### src/rtl/mul_pkg.sv
// Shared definitions for the iterative multiply unit: op encodings, FSM states, sizing.
// Latency: n/a (declarations only).
// Backpressure: n/a.
package mul_pkg;

    localparam int MUL_WIDTH = 32;

    // Op field encodings; 2'b11 is reserved and executes as a plain MUL.
    localparam logic [1:0] OP_MUL   = 2'b00;
    localparam logic [1:0] OP_UMULL = 2'b01;
    localparam logic [1:0] OP_SMULL = 2'b10;

    typedef enum logic [1:0] {
        IDLE = 2'd0,
        RUN  = 2'd1,
        FIX  = 2'd2,
        DONE = 2'd3
    } mul_state_t;

    // Iteration counter width for a given operand width (counts 0..w-1).
    function automatic int cnt_w(input int w);
        return (w > 1) ? $clog2(w) : 1;
    endfunction

    localparam int MUL_CNT_W = cnt_w(MUL_WIDTH);

endpackage

### src/rtl/mul_abs.sv
// Combinational magnitude and sign of a two's-complement operand.
// Latency: 0 cycles (pure combinational).
// Backpressure: none; no handshake.
// Ports: x (operand), mag (|x|, most negative value maps to itself read unsigned), sign (x MSB).
module mul_abs #(
    parameter int WIDTH = 32
) (
    input  logic [WIDTH-1:0] x,
    output logic [WIDTH-1:0] mag,
    output logic             sign
);

    assign sign = x[WIDTH-1];
    assign mag  = sign ? (~x + {{(WIDTH-1){1'b0}}, 1'b1}) : x;

endmodule

### src/rtl/mul_unit.sv
// Radix-2 shift-add multiplier for MUL / UMULL / SMULL.
// Latency: Done pulses WIDTH+2 cycles after Start is accepted; next accept the cycle after Done.
// Backpressure: Start is honoured only in IDLE; requests while busy are dropped, not queued.
// Ports: clk, reset (sync, active-high), Start/Op/SrcA/SrcB request in;
//        Busy, Done, ResultLo, ResultHi, MulFlags {N,Z} out, all registered.
module mul_unit
    import mul_pkg::*;
#(
    parameter int WIDTH = MUL_WIDTH
) (
    input  logic             clk,
    input  logic             reset,
    input  logic             Start,
    input  logic [1:0]       Op,
    input  logic [WIDTH-1:0] SrcA,
    input  logic [WIDTH-1:0] SrcB,
    output logic             Busy,
    output logic             Done,
    output logic [WIDTH-1:0] ResultLo,
    output logic [WIDTH-1:0] ResultHi,
    output logic [1:0]       MulFlags
);

    localparam int CW = cnt_w(WIDTH);

    mul_state_t         state;
    logic [CW-1:0]      cnt;
    logic [WIDTH-1:0]   mcand;
    logic [WIDTH-1:0]   mplier;
    logic [2*WIDTH-1:0] acc;
    logic               neg_res;
    logic               long_op;

    logic [WIDTH-1:0]   abs_a;
    logic [WIDTH-1:0]   abs_b;
    logic               sign_a;
    logic               sign_b;
    logic               is_smull;
    logic [WIDTH:0]     sum;
    logic [2*WIDTH-1:0] prod;

    mul_abs #(.WIDTH(WIDTH)) u_abs_a (.x(SrcA), .mag(abs_a), .sign(sign_a));
    mul_abs #(.WIDTH(WIDTH)) u_abs_b (.x(SrcB), .mag(abs_b), .sign(sign_b));

    assign is_smull = (Op == OP_SMULL);

    // Upper half plus optional multiplicand; the extra bit keeps the carry so the
    // right shift below brings it back into the accumulator MSB.
    assign sum = {1'b0, acc[2*WIDTH-1:WIDTH]} + {1'b0, (mplier[0] ? mcand : {WIDTH{1'b0}})};

    // Sign fix of the unsigned magnitude product for SMULL.
    assign prod = neg_res ? (~acc + {{(2*WIDTH-1){1'b0}}, 1'b1}) : acc;

    always_ff @(posedge clk) begin
        if (reset) begin
            state    <= IDLE;
            cnt      <= '0;
            mcand    <= '0;
            mplier   <= '0;
            acc      <= '0;
            neg_res  <= 1'b0;
            long_op  <= 1'b0;
            Busy     <= 1'b0;
            Done     <= 1'b0;
            ResultLo <= '0;
            ResultHi <= '0;
            MulFlags <= 2'b00;
        end else begin
            case (state)
                IDLE: begin
                    if (Start) begin
                        mcand   <= is_smull ? abs_a : SrcA;
                        mplier  <= is_smull ? abs_b : SrcB;
                        neg_res <= is_smull & (sign_a ^ sign_b);
                        long_op <= (Op == OP_UMULL) || is_smull;
                        acc     <= '0;
                        cnt     <= '0;
                        Busy    <= 1'b1;
                        state   <= RUN;
                    end
                end
                RUN: begin
                    acc    <= {sum, acc[WIDTH-1:1]};
                    mplier <= mplier >> 1;
                    cnt    <= cnt + CW'(1);
                    if (cnt == CW'(WIDTH - 1)) begin
                        state <= FIX;
                    end
                end
                FIX: begin
                    // Results and Done are registered here so they appear together in DONE.
                    Busy     <= 1'b0;
                    Done     <= 1'b1;
                    ResultLo <= prod[WIDTH-1:0];
                    if (long_op) begin
                        ResultHi <= prod[2*WIDTH-1:WIDTH];
                        MulFlags <= {prod[2*WIDTH-1], (prod == '0)};
                    end else begin
                        ResultHi <= '0;
                        MulFlags <= {prod[WIDTH-1], (prod[WIDTH-1:0] == '0)};
                    end
                    state <= DONE;
                end
                DONE: begin
                    Done  <= 1'b0;
                    state <= IDLE;
                end
                default: begin
                    state <= IDLE;
                end
            endcase
        end
    end

endmodule

### config.mk
export PLATFORM = sky130hd
export DESIGN_NAME = mul_unit
export DESIGN_NICKNAME = d
export VERILOG_FILES = /design/src/rtl/mul_pkg.sv /design/src/rtl/mul_abs.sv /design/src/rtl/mul_unit.sv
export SDC_FILE = /design/constraint.sdc
export NUM_CORES = 1
export LEC_CHECK = 0
export BUFFER_PORTS_ARGS = -buffer_cell sky130_fd_sc_hd__buf_2
export CAP_MARGIN = 20
export CORE_MARGIN = 5
export CORE_UTILIZATION = 50
export DETAILED_ROUTE_END_ITERATION = 6
export HOLD_SLACK_MARGIN = 0.1
export MAX_ROUTING_LAYER = met4
export PLACE_DENSITY = 0.7
export SETUP_SLACK_MARGIN = 0.3
export SLEW_MARGIN = 20
export SYNTH_ARGS = -nofsm -noshare
export SYNTH_HDL_FRONTEND = slang
export SYNTH_SLANG_ARGS = --single-unit
### constraint.sdc
create_clock -name clk -period 4.3 [get_ports clk]
set_input_delay 0.43 -clock clk [delete_from_list [all_inputs] [get_ports clk]]
set_output_delay 0.43 -clock clk [all_outputs]
set_load 0.02 [all_outputs]
==> impl_metrics.toml <==
[setup_path]
end_kind = "flop"
crit_chain = "inv_1 -> ha_1 -> or3b_1 -> nor4_4 -> buf_4 -> nand3_2 -> o41ai_1 -> a32oi_1 -> or4b_1 -> o41a_1 -> o32ai_2"
worst-path-max-fanout = 7
path_delay_family = "simple AND/OR/NAND/NOR gates"
cp_slowest_cell = "or4b_1"
start_kind = "flop"
criticalPathCategory = "flop to flop"
cp_data_required_time_ns = 4.72
crit_buf_inv = 2
arrival_ns = 4.00
slowest_delay_ns = 0.55

[floorplan]
initial_core_util = 0.506
die_y_microns = 167
fp.dieW_microns = 167
core_sq_mm = 0.0242
boundaryPins = 137
die-area_sq_mm = 0.0278
rows = 57

[global_route]
grt_util_all_layers = 0.227
grt_max_degree = 81
gr-total-overflow = 0
antenna_found_initial = 0
first_global_vias = 10600
grt_pass1_wl_microns = 53600

[detailed_routing]
routedWlPerCell_microns = 16.7
dr.pass1.iters = 7
drtIter0Drc = 903
drc = 0
vias = 11300
ant_nets = 0
avgViaCountPerCell = 5.90
wl_microns = 32100

[yosys]
ys_seq_area_frac = 0.334
synthMuxAreaShare = 0.00601
ys_ff_latch = 205
synth-simple-area-share = 0.223
synthDistinctLibCells = 78
syn_area_per_cell_sq_um = 8.10
yosys_warnings = 0
synth_area_sq_mm = 0.0123
synth_compound_area_frac = 0.246
syn-num-nets = 1628
syn_inst = 1515
synth-adder-area-share = 0.0455
ys_async_sr_fraction = 0
ys.flop_type = "dfxtp_1"
synth_edf_count = 0
synth_top_family_by_area = "compound AO/OA/AOI/OAI gates"
synthXorXnorAreaFrac = 0.101

[outcome]
status = "finished, final reports clean"

[clock_tree]
clockRootBuffer = "clkbuf_16"
tritoncts = "built"
clkSlewWorstSetupHoldPaths_ns = 0.06
cts_buffers = 23
h-tree-depth = 1
cts_resized = 0
clock-sinks = 205
clock_latency_ns = 0.51
clockBufferDepth = 3

[layout]
multi_input_area_sq_mm = 0.00765
nNetsFinal = 1695
register_area_sq_mm = 0.00411
final_core_util = 0.568
antennaDiodeCount = 0
final_layout_size_suffix_gt1_frac = 0.146
area_growth_pct = 12.3
n_fill_cell = 2317

[timing]
final_hold_viol_count = 0
fin_crit_ns = 3.58
finClkSkew_ns = 0.00943
max_slew_margin = 0.316
worst_pin_slew_ns = 1.03
period_share = 0.832
fmax_ghz = 0.280
setup_viol_count_final = 0
slew_violations = 0
fin_setup_tns_ns = 0
rsz0062_at_grt = "false"

[pwr]
power_density_mw_per_mm2 = 449
fin_total_pwr_mw = 6.19
ir_drop_v = 0.000305
power_leakage_nw = 5.76

[hold_path]
holdCritPathClass = "primary input to flop"

[placed_design]
place_hpwl_microns = 23300
portBuffers = 136
routabilityCongestion = 0.943

[job]
maxCapViolations = 0
cell families (layout without fill, tap and decap cells):
group / after synthesis / in the layout
muxes: 7 / 7
and+or+nand+nor: 554 / 554
xor gates and xnor gates: 142 / 142
adders and majority gates: 44 / 44
buffers and inverters: 139 / 221
AOI/OAI and AO/OA: 424 / 424
DFF: 205 / 205
where the power goes:
| group | internal [mW] | switching (mW) |
|---|---|---|
| Sequential | 2.19 | 0.187 |
| Clock | 1.02 | 0.797 |
| Combinational | 0.658 | 1.33 |
| Total | 3.87 | 2.31 |
registers in the layout (all words and copies together), names as in the netlist:
| name | flops |
|---|---|
| Busy | 1 |
| Done | 1 |
| MulFlags | 2 |
| ResultHi | 32 |
| ResultLo | 32 |
| acc | 64 |
| cnt | 5 |
| long_op | 1 |
| mcand | 32 |
| mplier | 32 |
| neg_res | 1 |
| state | 2 |
worst register-to-register path: stages (launching register included):
cell	delay [ns]
dfxtp_1	0.37
inv_1	0.10
ha_1	0.25
or3b_1	0.50
nor4_4	0.26
buf_4	0.18
nand3_2	0.14
o41ai_1	0.54
a32oi_1	0.09
or4b_1	0.55
o41a_1	0.43
o32ai_2	0.09
metrics by stage:
stage          hold slack [ns]  worst slack (ns)  cells  cell area (sq um)
6_report                 0.204             0.723   1921              13800
5_1_grt                  0.218             0.364   1921              13800
4_1_cts                  0.183             0.556   1919              13800
3_5_place_dp             0.445             0.595   1879              13100
3_3_place_gp             0.435             0.691   1879              13100
2_1_floorplan            0.427              1.01   1515              12300
layout by cell type, fill, tap and decap left out, types with 12 or more instances in the layout:
cell       instances
a211oi_1          55
a222oi_1          30
a22oi_1           76
dfxtp_1          204
nor3_1            37
o21ai_0           72
nand2_1           89
nand3_1           21
o31ai_1           34
a21o_1            12
nor4_1            17
ha_1              42
nand2b_1          15
buf_2            135
and2_1            37
clkbuf_16         23
nand4_1           13
o41ai_1           12
buf_4             19
inv_1             25
or4_1             17
a21oi_1           69
or3_1             17
xnor2_1           73
nor2_1           239
xor2_1            69
area by class of cell:
class | count | area share
Tap cell | 324 | 0.0294
Clock inverter | 12 | 0.00572
Inverter | 26 | 0.00708
Multi-Input combinational cell | 1171 | 0.555
Sequential cell | 205 | 0.298
Clock buffer | 28 | 0.0446
Timing Repair Buffer | 155 | 0.0602
repair_timing:
action                                  4_1_cts  5_1_grt
endpoints found under the setup margin        0        1
buffers inserted                              0        2
hold buffers                                  0        0
synthesized netlist by cell type, types with 7 or more instances:
cell | instances | area, sq um
a211oi_1 | 55 | 413
a21o_1 | 12 | 90.1
a21oi_1 | 70 | 350
a222oi_1 | 30 | 300
a22oi_1 | 76 | 571
a31oi_1 | 9 | 56.3
a32oi_1 | 7 | 61.3
and2_1 | 38 | 238
buf_2 | 10 | 50.1
clkbuf_1 | 97 | 364
dfxtp_1 | 205 | 4100
ha_1 | 43 | 538
inv_1 | 25 | 93.8
nand2_1 | 89 | 334
nand2b_1 | 15 | 93.8
nand3_1 | 21 | 105
nand4_1 | 13 | 81.3
nor2_1 | 241 | 905
nor3_1 | 37 | 185
nor4_1 | 17 | 106
o21ai_0 | 72 | 360
o31ai_1 | 34 | 255
o41ai_1 | 12 | 105
o41ai_2 | 8 | 130
or3_1 | 17 | 106
or4_1 | 17 | 128
xnor2_1 | 73 | 639
xor2_1 | 69 | 604
worst paths after layout:
check | startpoint | depth (start not counted) | slack (ns) | end
setup / recovery | acc[1] | 11 | 0.72 | MulFlags[0]
hold / removal | SrcA[1] | 3 | 0.20 | mcand[1]
setup reg to reg | acc[1] | 11 | 0.72 | MulFlags[0]
hold reg to reg | mcand[0] | 2 | 0.45 | mcand[0]
layer usage:
| metal | vias up | GRT usage | share of wire |
|---|---|---|---|
| li1 | 5680 | - | - |
| met1 | 5291 | 0.329 | 0.49 |
| met2 | 328 | 0.338 | 0.44 |
| met3 | 36 | 0.0334 | 0.061 |
| met4 | 0 | 0.0509 | 0.015 |
| met5 | - | - | 0 |
(Power assumes the default switching activity.)
